### src/rtl/serial_subtractor4.sv
// Bit-serial WIDTH-bit subtractor (A - B - borrow-in), LSB first, one bit per cycle.
// Defining SERIAL_SUB_OVERFLOW_EN adds a signed Overflow output.
//
// state | meaning
// IDLE  | waiting for Start
// RUN   | shifting operands, one difference bit per cycle
// DONE  | one-cycle result-valid pulse; Start here restarts immediately
module serial_subtractor4 #(
    parameter int WIDTH = 4
) (
    input  logic             Clock,
    input  logic             ResetN,
    input  logic             Start,
    input  logic [WIDTH-1:0] InputA,
    input  logic [WIDTH-1:0] InputB,
    input  logic             InputBorrow,
    output logic             Busy,
    output logic             Done,
    output logic [WIDTH-1:0] Output,
    output logic             OutputBorrow
`ifdef SERIAL_SUB_OVERFLOW_EN
    ,
    output logic             Overflow
`endif
);

    localparam int CW = $clog2(WIDTH);

    typedef enum logic [1:0] {
        IDLE = 2'd0,
        RUN  = 2'd1,
        DONE = 2'd2
    } stateT;

    stateT            stateQ, stateD;
    logic [WIDTH-1:0] regA, regB, regRes;
    logic             borrowQ;
    logic [CW-1:0]    bitCount;

    logic             accept;
    logic             lastBit;
    logic             diffBit;
    logic             borrowNext;

    assign diffBit    = regA[0] ^ regB[0] ^ borrowQ;
    assign borrowNext = (~regA[0] & regB[0]) | (~(regA[0] ^ regB[0]) & borrowQ);
    assign lastBit    = (bitCount == CW'(WIDTH - 1));

    always_ff @(posedge Clock) begin
        if (!ResetN) begin
            stateQ <= IDLE;
        end else begin
            stateQ <= stateD;
        end
    end

    always_comb begin
        stateD = stateQ;
        accept = 1'b0;
        Busy   = (stateQ == RUN);
        Done   = (stateQ == DONE);
        case (stateQ)
            IDLE: begin
                if (Start) begin
                    accept = 1'b1;
                    stateD = RUN;
                end
            end
            RUN: begin
                if (lastBit) begin
                    stateD = DONE;
                end
            end
            DONE: begin
                if (Start) begin
                    accept = 1'b1;
                    stateD = RUN;
                end else begin
                    stateD = IDLE;
                end
            end
            default: stateD = IDLE;
        endcase
    end

    // Result bits enter at the MSB so the first (LSB) bit lands in bit 0 after WIDTH shifts.
    always_ff @(posedge Clock) begin
        if (!ResetN) begin
            regA         <= '0;
            regB         <= '0;
            regRes       <= '0;
            borrowQ      <= 1'b0;
            bitCount     <= '0;
            Output       <= '0;
            OutputBorrow <= 1'b0;
`ifdef SERIAL_SUB_OVERFLOW_EN
            Overflow     <= 1'b0;
`endif
        end else if (accept) begin
            regA     <= InputA;
            regB     <= InputB;
            regRes   <= '0;
            borrowQ  <= InputBorrow;
            bitCount <= '0;
        end else if (stateQ == RUN) begin
            regA     <= regA >> 1;
            regB     <= regB >> 1;
            regRes   <= {diffBit, regRes[WIDTH-1:1]};
            borrowQ  <= borrowNext;
            bitCount <= bitCount + 1'b1;
            if (lastBit) begin
                Output       <= {diffBit, regRes[WIDTH-1:1]};
                OutputBorrow <= borrowNext;
`ifdef SERIAL_SUB_OVERFLOW_EN
                // borrowQ here is the borrow into the MSB stage
                Overflow     <= borrowQ ^ borrowNext;
`endif
            end
        end
    end

endmodule

### config.mk
export PLATFORM = sky130hd
export DESIGN_NAME = serial_subtractor4
export DESIGN_NICKNAME = d
export VERILOG_FILES = /design/src/rtl/serial_subtractor4.sv
export SDC_FILE = /design/constraint.sdc
export NUM_CORES = 1
export LEC_CHECK = 0
export BUFFER_PORTS_ARGS = -buffer_cell sky130_fd_sc_hd__buf_2
export CORE_ASPECT_RATIO = 0.8
export CORE_MARGIN = 5
export CORE_UTILIZATION = 49
export CTS_BUF_LIST = sky130_fd_sc_hd__clkbuf_4
export DETAILED_ROUTE_END_ITERATION = 6
export GPL_TIMING_DRIVEN = 0
export HOLD_SLACK_MARGIN = 0.12
export PLACE_DENSITY = 0.84
export SYNTH_ARGS = -nofsm -noshare
export SYNTH_HDL_FRONTEND = slang
export SYNTH_SLANG_ARGS = --single-unit
### constraint.sdc
create_clock -name Clock -period 1.1 [get_ports Clock]
set_input_delay 0.165 -clock Clock [delete_from_list [all_inputs] [get_ports Clock]]
set_output_delay 0.165 -clock Clock [all_outputs]
set_load 0.02 [all_outputs]
[Word level (Yosys, flattened, before mapping)]
Index checks and enable logic that the tools add are counted.
Storage, ports and cells
  output and inout bits: 7
  register bits after elaboration: 22
  word-level logic and storage cells: 41
Cells by class
  reductions and logical operators: 6
  bitwise gates (word level): 9
  $add $sub $neg: 1
  mux-type cells: 12
  equal/unequal tests: 5
Operators with widths (number)
  two-way mux 4 bit: 4
  case mux 2 bit (3 select lines): 1
  two-way mux 1 bit: 5
  equality test 2 bit (second input constant): 2
  two-way mux 2 bit: 2
  inverter 1 bit: 4
  OR reduction 2 bit: 2
  AND reduction 3 bit: 1
  adder 2 x 1 -> 2 bit (second input constant): 1
  AND 1 bit: 2
  equality test 2 x 1 -> 1 bit (second input constant): 1
  zero test 2 bit: 1
  inequality test 2 x 1 -> 1 bit (second input constant): 1
  inequality test 2 bit (second input constant): 1
  AND reduction 2 bit: 1
  nonzero test 2 bit: 1
  XOR 1 bit: 2
  bitwise OR 1 bit: 1

[Longest topological paths before layout]
Gate-level depths: netlist of run 1.
  word-level depth: 6
  mapped depth: 5
  depth with buffers taken out: 4

[Worst setup path after synthesis of run 1]
No wires, ideal clock.
  path type: register -> register
  from: reg regA[0]
  to: reg Output[3]
  cell stages (with the launch flop): 4
  arrival: 1.011 ns
  setup slack: 0.019 ns
  library setup time: 0.071 ns
  data required time: 1.029 ns
  cell sequence: dfxtp_1 > fa_1 > nand3_1 > a21oi_1
On the way
  longest elaborated chain between the ends: 2
RTL lines
  start, declared: line 36  | logic [WIDTH-1:0] regA, regB, regRes;
  start signal, assigned: line 100  | regA <= InputA;
  start signal, assigned: line 106  | regA <= regA >> 1;
  XOR 1 bit (2 in a row): line 45  | assign diffBit = regA[0] ^ regB[0] ^ borrowQ;
  named net diffBit: line 42  | logic diffBit;
  end signal, assigned: line 112  | Output <= {diffBit, regRes[WIDTH-1:1]};
  end, declared: line 19  | output logic [WIDTH-1:0] Output,
The timed path passes the listed nets, and every way through them passes these cells.
A chain may end at the register's enable or synchronous reset.

[Worst setup path in the final report of run 1]
  from: reg stateQ[1]
  to: out Busy
On the way
  longest elaborated chain between the ends: 1
RTL lines
  start, declared: line 35  | stateT stateQ, stateD;
  start signal, assigned: line 53  | stateQ <= stateD;
  equality test 2 x 1 -> 1 bit: line 60  | Busy = (stateQ == RUN);
  end, declared: line 17  | output logic Busy,
Every way passes these cells.

==> impl_results.md, run 1 <==
* Worst Hold Class: primary input to flip-flop
* Clock transition at the registers of the reported paths at roughly 110 ps
* Number of violations of the max-capacitance limit at 0
* Run status: finished, violations left
* Core Footprint at 1643 µm²
* Cells taking the most area after synthesis: dfxtp_1 (49%), nand2_1 (8.4%), a21oi_1 (6.5%)
* Diodes inserted at 0
* FF-to-FF End: OutputBorrow
* Maximum operating frequency at a little over 800 MHz
* Average wire per cell in the routed design at around 14 µm
* Distinct cells, synth at 30
* P&R area growth vs syn at 40.82%
* Final weighted congestion of routability-driven global placement at slightly below 0.8
* Die Ht at 47.30 µm
* Power per cell area at ~1300 nW/µm²
* Clock tree from TritonCTS: yes
* Fin. Hold Viols at 0
* Placed instance count at approximately 140
* Final routed wirelength across all metal layers at roughly 2200 µm
* Number of cell instances on the worst register-to-register path at 5
* Global-route wire length before repair at 3291 µm
* Total power at 1516 µW
* Remaining Overflow, GRT at 0
* Unrepaired setup endpoints after global routing: true
* Fraction of the yosys area taken by sequential cells at 0.4934
* Cell Area, Synth at about 850 µm²
* DR DRC count at 0
* Data arrival at the endpoint of the critical path at approximately 1100 ps
* Initial antenna violation count at 0
* Share of flip-flops with an asynchronous set or reset at 0
* R2R Path Start: stateQ[1]
* FF-to-FF setup slack at -90 ps
* Violations in the final reports: negative setup slack
* Setup TNS at -442.8 ps
* Pin count of the biggest net entering global routing at 12
* Element type at the critical path start: flip-flop
* Final period demand of the worst path at 1215 ps
* Ratio of final minimum period to clock period at 1.105
* Htree depth at 1
* Number of inserted filler cells in the final layout at around 130
* Via count at 807
* Max FO, Critical Path at 2
* Leakage dissipation at 0.0004795 µW
* Top cell type's share of synthesized area at 0.4934
* Number of flops mapped to enable cells by yosys at 0
* Worst skew pair latency at roughly 300 ps
* Worst slew margin relative to its limit at 0.6565
* Most used DFF post-synth: dfxtp_1
* Placed wire-length estimate after detailed placement at around 1300 µm
* Category of the most critical setup path: flip-flop to output pin
* GRT Total Usage at 0.1643
* Fraction of final layout cells with drive strength greater than 1 at 0.4574
* End point of the critical path: Busy
* Final hold slack at about 160 ps
* Clock Sink Count at 21
* Final setup skew at between 3 and 4 ps
* Remaining number of nets flagged by the antenna check after routing at 0
* Pre-antenna DRT Iters at 4
* Placement Rows at 13
* IO buf count at 18
* Buffer levels on the longest clock path at 2
* Area of the die at between 2000 and 3000 µm²
* Number of buffers inserted during clock tree synthesis at 3
* Total I/O pin count at 19
* Peak supply drop at 0.8245 mV
* Layout Cells excl Fill at ~150
* Kind of capture point of the worst setup path: output pin
* Vias in the first global route at roughly 700
* Effective utilization at floorplan at 0.5187
* Avg Inst Size Synth at between 8 and 9 µm²
* Register bit count reported by yosys at 21
* Fin worst setup slack at -115.1 ps
* Routed via count divided by cell count at ~5.3
* Cell count after synthesis at 98
* Pins Over Slew Limit at 0
* Data required time of the worst path at about 940 ps
* Synthesis Warnings at 0
* Slew of the pin with the lowest slew margin at around 520 ps
* FF+latch area at between 400 and 500 µm²
* Critical path launch point: stateQ[1]
* Width of the die at 56.62 µm
* Clk Tree Root Cell: clkbuf_4
* Final Net Count at 144
* Cell taking the most area after synthesis: dfxtp_1
* Final-report setup violation count at 5
* Net count after synthesis at ~110
* Multi-input combinational cell area at between 400 and 500 µm²
* Number of DRC markers after the initial detailed-route iteration at 19
-- worst max-delay path, stage by stage (launching register included) --
cell,delay [ps]
dfxtp_2,340
nand2b_4,140
inv_4,40
buf_6,110
buf_6,120
-- where the power goes --
group	switching, µW	internal, µW	leakage, µW
sequential	30.0	801	0.000174
combinational	147	143	0.000287
clock	230	166	0.0000184
-- registers in the layout, indices dropped and copies added, names as in the netlist --
name and flops:
Output 4, regA 4, regB 4, regRes 3, bitCount 2, stateQ 2, OutputBorrow 1, borrowQ 1
-- final cells by class --
| type | instances | share of cell area |
|---|---|---|
| buffer | 5 | 0.04067 |
| clock buffer | 4 | 0.02503 |
| inverter | 4 | 0.01460 |
| multi-input combinational | 67 | 0.3702 |
| sequential | 21 | 0.3597 |
| tap | 22 | 0.02294 |
| timing repair buffer | 28 | 0.1668 |
-- what timing repair did --
item / 4_1_cts / 5_1_grt
cloned: 0 / 1
gates resized for setup: 18 / 19
setup buffers: 5 / 2
pin swaps: 6 / 5
hold buffers: 1 / 1
hold endpoints to repair: 1 / 1
setup endpoints to repair: 18 / 19
-- cells in the final DEF (no fill, tap or decap), drive strengths merged, types with 3 or more instances in the layout --
cell type / count
inv: 4
clkbuf: 6
a31oi: 4
a21oi: 11
buf: 29
nand2: 20
nor3: 4
nand3: 6
dfxtp: 21
nor2: 3
o21ai: 4
-- synth_stat cells, drive strengths merged (2+ instances only) --
| master | count |
|---|---|
| dfxtp | 21 |
| nand2 | 20 |
| a21oi | 11 |
| nand3 | 6 |
| buf | 5 |
| a31oi | 4 |
| inv | 4 |
| nor3 | 4 |
| o21ai | 4 |
| nor2 | 3 |
| nand2b | 2 |
-- metal layers --
metal | GRT usage | wire, µm | share of wire | vias up
met5 | 0 | 0 | 0 | -
met4 | 0.06161 | 19 | 0.0088 | 0
met3 | 0.06593 | 158 | 0.073 | 5
met2 | 0.2765 | 1042 | 0.48 | 27
met1 | 0.1938 | 933 | 0.43 | 379
li1 | - | - | - | 396
-- how the worst min path moves through the flow --
stage               slack, ps       from       to  depth (start not counted)
floorplan                 300  InputA[3]  regA[3]                          2
global placement          420  InputA[3]  regA[3]                          3
detailed placement        430  InputA[3]  regA[3]                          3
CTS                       120  InputA[0]  regA[0]                          3
global route              150     ResetN  regB[2]                          3
finish                    160  InputB[1]  regB[1]                          3
-- stage by stage --
| stage | worst slack [ps] | instance area, µm² | util |
|---|---|---|---|
| after CTS | -106.8 | 1074 | 0.6535 |
| final | -115.1 | 1200 | 0.7304 |
| after detailed placement | -70.20 | 969.7 | 0.5903 |
| after floorplan | 18.92 | 852.1 | - |
| after global routing | -166.3 | 1200 | 0.7304 |
| after global placement | -45.23 | 969.7 | 0.5903 |
-- logic make-up (layout without fill, tap and decap cells) --
| kind of cell | after synthesis | count (layout) | synth area share |
|---|---|---|---|
| DFF | 21 | 21 | 0.4934 |
| xor gates and xnor gates | 1 | 1 | 0.01028 |
| muxes | 1 | 1 | 0.01175 |
| and+or+nand+nor | 38 | 38 | 0.2056 |
| AOI/OAI and AO/OA | 25 | 25 | 0.1792 |
| adders and majority gates | 2 | 2 | 0.03818 |
| buffers and inverters | 10 | 41 | 0.06166 |
Power figures use the tool's default switching activity.
==> run 2: changes to the inputs <==
- SKIP_LAST_GASP: not set -> 1
==> impl_results.md, run 2 (synthesis results as in run 1) <==
* Run status: finished, violations left
* Violations in the final reports: negative setup slack
* IO buf count at 18 (unchanged)
* Vias in the first global route at 716 (-0.69%)
* Element type at the critical path start: flip-flop
* Buffer levels on the longest clock path at 2 (unchanged)
* Total power at 1525 µW (+0.56%)
* Core Footprint at 1643 µm² (unchanged)
* Placed instance count at 138 (unchanged)
* Share of power burned in registers at 0.544 (-0.004)
* Via count at 811 (+0.50%)
* Total I/O pin count at 19 (unchanged)
* Clk Tree Root Cell: clkbuf_4
* Clock transition at the registers of the reported paths at 120 ps (about the same)
* Final hold slack at 150.4 ps (-5.174 ps)
* Clock Sink Count at 21 (unchanged)
* Pins Over Slew Limit at 0 (unchanged)
* Max FO, Critical Path at 2 (unchanged)
* Htree depth at 1 (unchanged)
* P&R area growth vs syn at 41.56%
* Final setup skew at 5.096 ps (+1.582 ps)
* Power per cell area at 1264 nW/µm² (about the same)
* Number of inserted filler cells in the final layout at 126 (-0.79%)
* Worst skew pair latency at 310 ps (about the same)
* Routed via count divided by cell count at 5.371 (+0.50%)
* Final routed wirelength across all metal layers at 2169 µm (+0.70%)
* Clock group share of total power at 0.264 (+0.003)
* Clock tree from TritonCTS: yes
* Unrepaired setup endpoints after global routing: true
* Fin worst setup slack at -119.7 ps (-4.628 ps)
* Remaining Overflow, GRT at 0 (unchanged)
* Kind of capture point of the worst setup path: output pin
* Worst Hold Class: primary input to flip-flop
* Die Ht at 47.30 µm (unchanged)
* Critical-path cell with the highest stage delay: dfxtp_2
* Fraction of final layout cells with drive strength greater than 1 at 0.4496 (-0.007752)
* Placed wire-length estimate after detailed placement at 1345 µm (unchanged)
* Average wire per cell in the routed design at 14.36 µm (+0.70%)
* Data arrival at the endpoint of the critical path at 1050 ps (about the same)
* Ratio of final minimum period to clock period at 1.109 (+0.004207)
* Width of the die at 56.62 µm (unchanged)
* Met1 Routed Length at 929 µm (-0.43%)
* GRT Total Usage at 0.1649 (+0.0005974)
* Critical path, cell by cell: nand2b_4 -> inv_4 -> buf_6 -> buf_6
* Data required time of the worst path at 940 ps (about the same)
* Final Net Count at 144 (unchanged)
* Most common cell on crit path: buf_6
* Switching power total at 414.9 µW (+2.0%)
* Slew of the pin with the lowest slew margin at 545.8 ps (+30.49 ps)
* Most used cells in the layout excluding fill and tap cells: nand2_1 (19), buf_2 (16), dfxtp_1 (15), a21oi_1 (9), buf_4 (8)
* Number of DRC markers after the initial detailed-route iteration at 14 (-5)
* Setup TNS at -502.7 ps (-59.90 ps)
* Share of total power consumed by net switching at 0.2721 (+0.003929)
* Pin count of the biggest net entering global routing at 12 (unchanged)
* Placement Rows at 13 (unchanged)
* Area of the die at 2678 µm² (unchanged)
* Maximum operating frequency at 819.8 MHz (-0.38%)
* Remaining number of nets flagged by the antenna check after routing at 0 (unchanged)
* Number of buffers inserted during clock tree synthesis at 3 (unchanged)
* Area post-placement at 969.7 µm² (unchanged)
* Global-route wire length before repair at 3305 µm (+0.43%)
* DR DRC count at 0 (unchanged)
* Cell-internal power at 1110 µW (about the same)
* Final-report setup violation count at 6 (+1)
* Highest cell delay on the worst timing path at 340 ps (about the same)
* Worst slew margin relative to its limit at 0.6362 (-0.02033)
* Final period demand of the worst path at 1220 ps (+4.628 ps)
* Most common library cell in the layout ignoring fill and taps: nand2_1
* Number of violations of the max-capacitance limit at 0 (unchanged)
* Initial antenna violation count at 0 (unchanged)
* Met2 Routed Length at 1058 µm (+1.5%)
* Peak supply drop at 0.8586 mV (+4.1%)
* Effective utilization at floorplan at 0.5187 (unchanged)
* Largest registers: Output: 4 flops, regA: 4 flops, regB: 4 flops
* Diodes inserted at 0 (unchanged)
* Comb power frac at 0.192 (about the same)
* Leakage dissipation at 0.0004796 µW (about the same)
* Pre-antenna DRT Iters at 4 (unchanged)
* Fin. Hold Viols at 0 (unchanged)
* Category of the most critical setup path: flip-flop to output pin
* Final weighted congestion of routability-driven global placement at 0.7838 (unchanged)
* Area of all placed cells without fillers at 1206 µm² (+0.52%)
* Max Used Layer: met4
* Layout Cells excl Fill at 151 (unchanged)
* Met3 routed WL at 160 µm (+1.3%)
* FF-to-FF setup slack at -110 ps (-20 ps)
run 2: cell counts in the layout (fill, tap and decap cells not counted):
No cell type changed its count.
run 2: critical path: cells and delay by family (launching register included):
kind          cells  cell delay (ps)
flops             1              340
simple gates      1              140
buf+inv           3              270
run 2: what timing repair did:
item	4_1_cts	5_1_grt
setup buffers	5	2
endpoints found under the setup margin	18	19
gates cloned	0	1
pin swaps	6	6
hold endpoints to repair	1	1
resized for setup	14	22
hold buffers	1	1
run 2: layout make-up:
type                    instances  area (µm²)  area share
repair buffers                 28       200.2      0.1660
flip-flops and latches         21       430.4      0.3568
clock buffers                   4       30.03     0.02490
plain buffers                   5       48.80     0.04046
multi-input cells              67       451.7      0.3745
inverters                       4       17.52     0.01452
well taps                      22       27.53     0.02282
run 2: metrics by stage:
stage / setup WS, ps / utilization
6_report: -119.7 / 0.7342
5_1_grt: -171.0 / 0.7342
4_1_cts: -106.8 / 0.6519
3_5_place_dp: -70.20 / 0.5903
3_3_place_gp: -45.23 / 0.5903
2_1_floorplan: 18.92 / -
run 2: final timing paths:
check,from,to,cells past startpoint
setup reg to reg,borrowQ,Output[3],4
hold reg to reg,Output[2],Output[2],2
hold / removal,InputB[1],regB[1],3
setup / recovery,stateQ[1],Busy,4
run 2: power by group through the flow:
stage	clock (µW)	sequential (µW)	combinational, µW
2_1_floorplan	0	832	143
3_3_place_gp	0	835	194
3_5_place_dp	0	838	201
4_1_cts	407	824	230
5_1_grt	438	835	322
6_report	402	830	293
run 2: per-layer routing:
metal	GRT usage	vias up
met5	0	-
met3	0.06593	5
met1	0.1987	383
met2	0.2719	26
met4	0.06161	0
li1	-	397
==> run 3: changes to the inputs <==
- CORE_ASPECT_RATIO: 0.8 -> not set
- CORE_UTILIZATION: 49 -> 54
- PLACE_DENSITY: 0.84 -> 0.88
- SKIP_LAST_GASP: 1 -> not set
- clock period: 1.1 -> 1.2 ns (I/O delays scaled with it)
==> impl_results.md, run 3 (synthesis results as in run 1) <==
* P&R area growth vs syn at 27.17%
* Global-route wire length before repair at 3111 µm (-5.9%)
* DR DRC count at 0 (unchanged)
* Final routed wirelength across all metal layers at 1891 µm (-13%)
* Maximum operating frequency at about 810 MHz
* Final setup skew at 4.501 ps (-0.5954 ps)
* Worst Hold Class: primary input to flip-flop
* Run status: finished, violations left
* Area of the die at 2472 µm² (-7.7%)
* Number of DRC markers after the initial detailed-route iteration at 17 (+3)
* Share of power burned in registers at 0.568 (+0.024)
* Data required time of the worst path at 1020 ps (+80 ps)
* Final hold slack at 153.1 ps (+2.677 ps)
* Leakage dissipation at 0.0004397 µW (-8.3%)
* Clock Sink Count at 21 (unchanged)
* Initial antenna violation count at 0 (unchanged)
* Pins Over Slew Limit at 0 (unchanged)
* Data arrival at the endpoint of the critical path at 1050 ps (about the same)
* Die Ht at 49.72 µm (+5.1%)
* Final weighted congestion of routability-driven global placement at 0.8141 (+3.9%)
* Routed via count divided by cell count at 5.553 (+3.4%)
* Final-report setup violation count at 1 (-5)
* Slew of the pin with the lowest slew margin at 460.5 ps (-85.29 ps)
* Via count at 783 (-3.5%)
* Category of the most critical setup path: flip-flop to output pin
* Violations in the final reports: negative setup slack
* Average wire per cell in the routed design at 13.41 µm (-6.6%)
* Max FO, Critical Path at 2 (unchanged)
* Clock transition at the registers of the reported paths at 110 ps (about the same)
* Diodes inserted at 0 (unchanged)
* Remaining number of nets flagged by the antenna check after routing at 0 (unchanged)
* Final Net Count at 140 (-2.8%)
* Comb power frac at 0.164 (-0.028)
* Most common library cell in the layout ignoring fill and taps: nand2_1
* Effective utilization at floorplan at 0.5656 (+0.04696)
* Width of the die at 49.72 µm (-12%)
* Power per cell area at 1226 nW/µm² (-3.0%)
* Peak supply drop at 0.9440 mV (+10%)
* Core Footprint at 1506 µm² (-8.3%)
* Setup TNS at -29.45 ps (+473.2 ps)
* Placed wire-length estimate after detailed placement at 1242 µm (-7.7%)
* Kind of capture point of the worst setup path: output pin
* IO buf count at 18 (unchanged)
* Vias in the first global route at 712 (-0.56%)
* GRT Total Usage at 0.1581 (-0.006784)
* Worst slew margin relative to its limit at 0.6930 (+0.05686)
* Ratio of final minimum period to clock period at 1.025
* Element type at the critical path start: flip-flop
* Cell-internal power at 984.0 µW (-11%)
* Largest registers: Output: 4 flops, regA: 4 flops, regB: 4 flops
* Worst skew pair latency at 300 ps (about the same)
* Pin count of the biggest net entering global routing at 12 (unchanged)
* Most used cells in the layout excluding fill and tap cells: nand2_1 (18), dfxtp_1 (17), buf_2 (16), a21oi_1 (10), buf_4 (7)
* Final period demand of the worst path at 1229 ps
* Share of total power consumed by net switching at 0.2591 (-0.01299)
* Pre-antenna DRT Iters at 4 (unchanged)
* Total I/O pin count at 19 (unchanged)
* Htree depth at 1 (unchanged)
* Unrepaired setup endpoints after global routing: true
* Clk Tree Root Cell: clkbuf_4
* Clock tree from TritonCTS: yes
* Buffer levels on the longest clock path at 2 (unchanged)
* Fraction of final layout cells with drive strength greater than 1 at 0.3520 (-0.09761)
* Remaining Overflow, GRT at 0 (unchanged)
* Number of buffers inserted during clock tree synthesis at 3 (unchanged)
* Clock group share of total power at 0.268 (+0.004)
* Switching power total at 344.1 µW (-17%)
* Placement Rows at 14 (+1)
* Fin. Hold Viols at 0 (unchanged)
* Fin worst setup slack at -29.45 ps (+90.29 ps)
* Number of violations of the max-capacitance limit at 0 (unchanged)
run 3: worst paths after layout:
check	endpoint	slack, ps	startpoint	cells after the start
min reg2reg	Output[0]	460	Output[0]	2
max reg2reg	Output[3]	0	borrowQ	4
max	Busy	-30	stateQ[1]	4
min	regA[0]	150	InputA[0]	3
run 3: what timing repair did:
| item | CTS | global route |
|---|---|---|
| hold buffers | 1 | 0 |
| gates resized for setup | 8 | 13 |
| endpoints found under the setup margin | 1 | 9 |
| buffers inserted | 4 | 1 |
| endpoints found under the hold margin | 1 | 0 |
| pin swaps | 0 | 6 |
run 3: power groups by stage:
stage | Clock (µW) | Combinational, µW | Sequential, µW
global placement | 0 | 178 | 765
global route | 396 | 240 | 758
floorplan | 0 | 131 | 762
CTS | 360 | 207 | 752
finish | 356 | 218 | 754
detailed placement | 0 | 182 | 767
run 3: area by class of cell:
cell class	instances	area, µm²
Fill cell	94	422.9
Tap cell	16	20.02
Multi-Input combinational cell	67	400.4
Inverter	4	17.52
Buffer	5	37.54
Sequential cell	21	427.9
Timing Repair Buffer	24	150.1
Clock buffer	4	30.03
run 3: stage by stage:
| step | worst slack [ps] | utilization | cell area (µm²) | power [µW] | instances |
|---|---|---|---|---|---|
| floorplan | 118.9 | - | 852.1 | 893.4 | 98 |
| global placement | 49.21 | 0.6387 | 962.2 | 943.1 | 132 |
| detailed placement | 35.40 | 0.6387 | 962.2 | 949.0 | 132 |
| CTS | 2.092 | 0.7002 | 1055 | 1320 | 141 |
| global route | -71.11 | 0.7193 | 1084 | 1394 | 141 |
| finish | -29.45 | 0.7193 | 1084 | 1328 | 141 |
run 3: worst max-delay path: stages, from the launching register on:
cell and delay [ps]:
dfxtp_2 350, nand2b_4 140, inv_4 40, buf_6 110, buf_6 120
run 3: metal layers:
layer,global-route usage,up-vias,share of wire
met5,0,-,0
met4,0.06550,0,0.022
met3,0.03012,6,0.030
met2,0.2733,11,0.53
met1,0.1877,378,0.42
li1,-,388,-
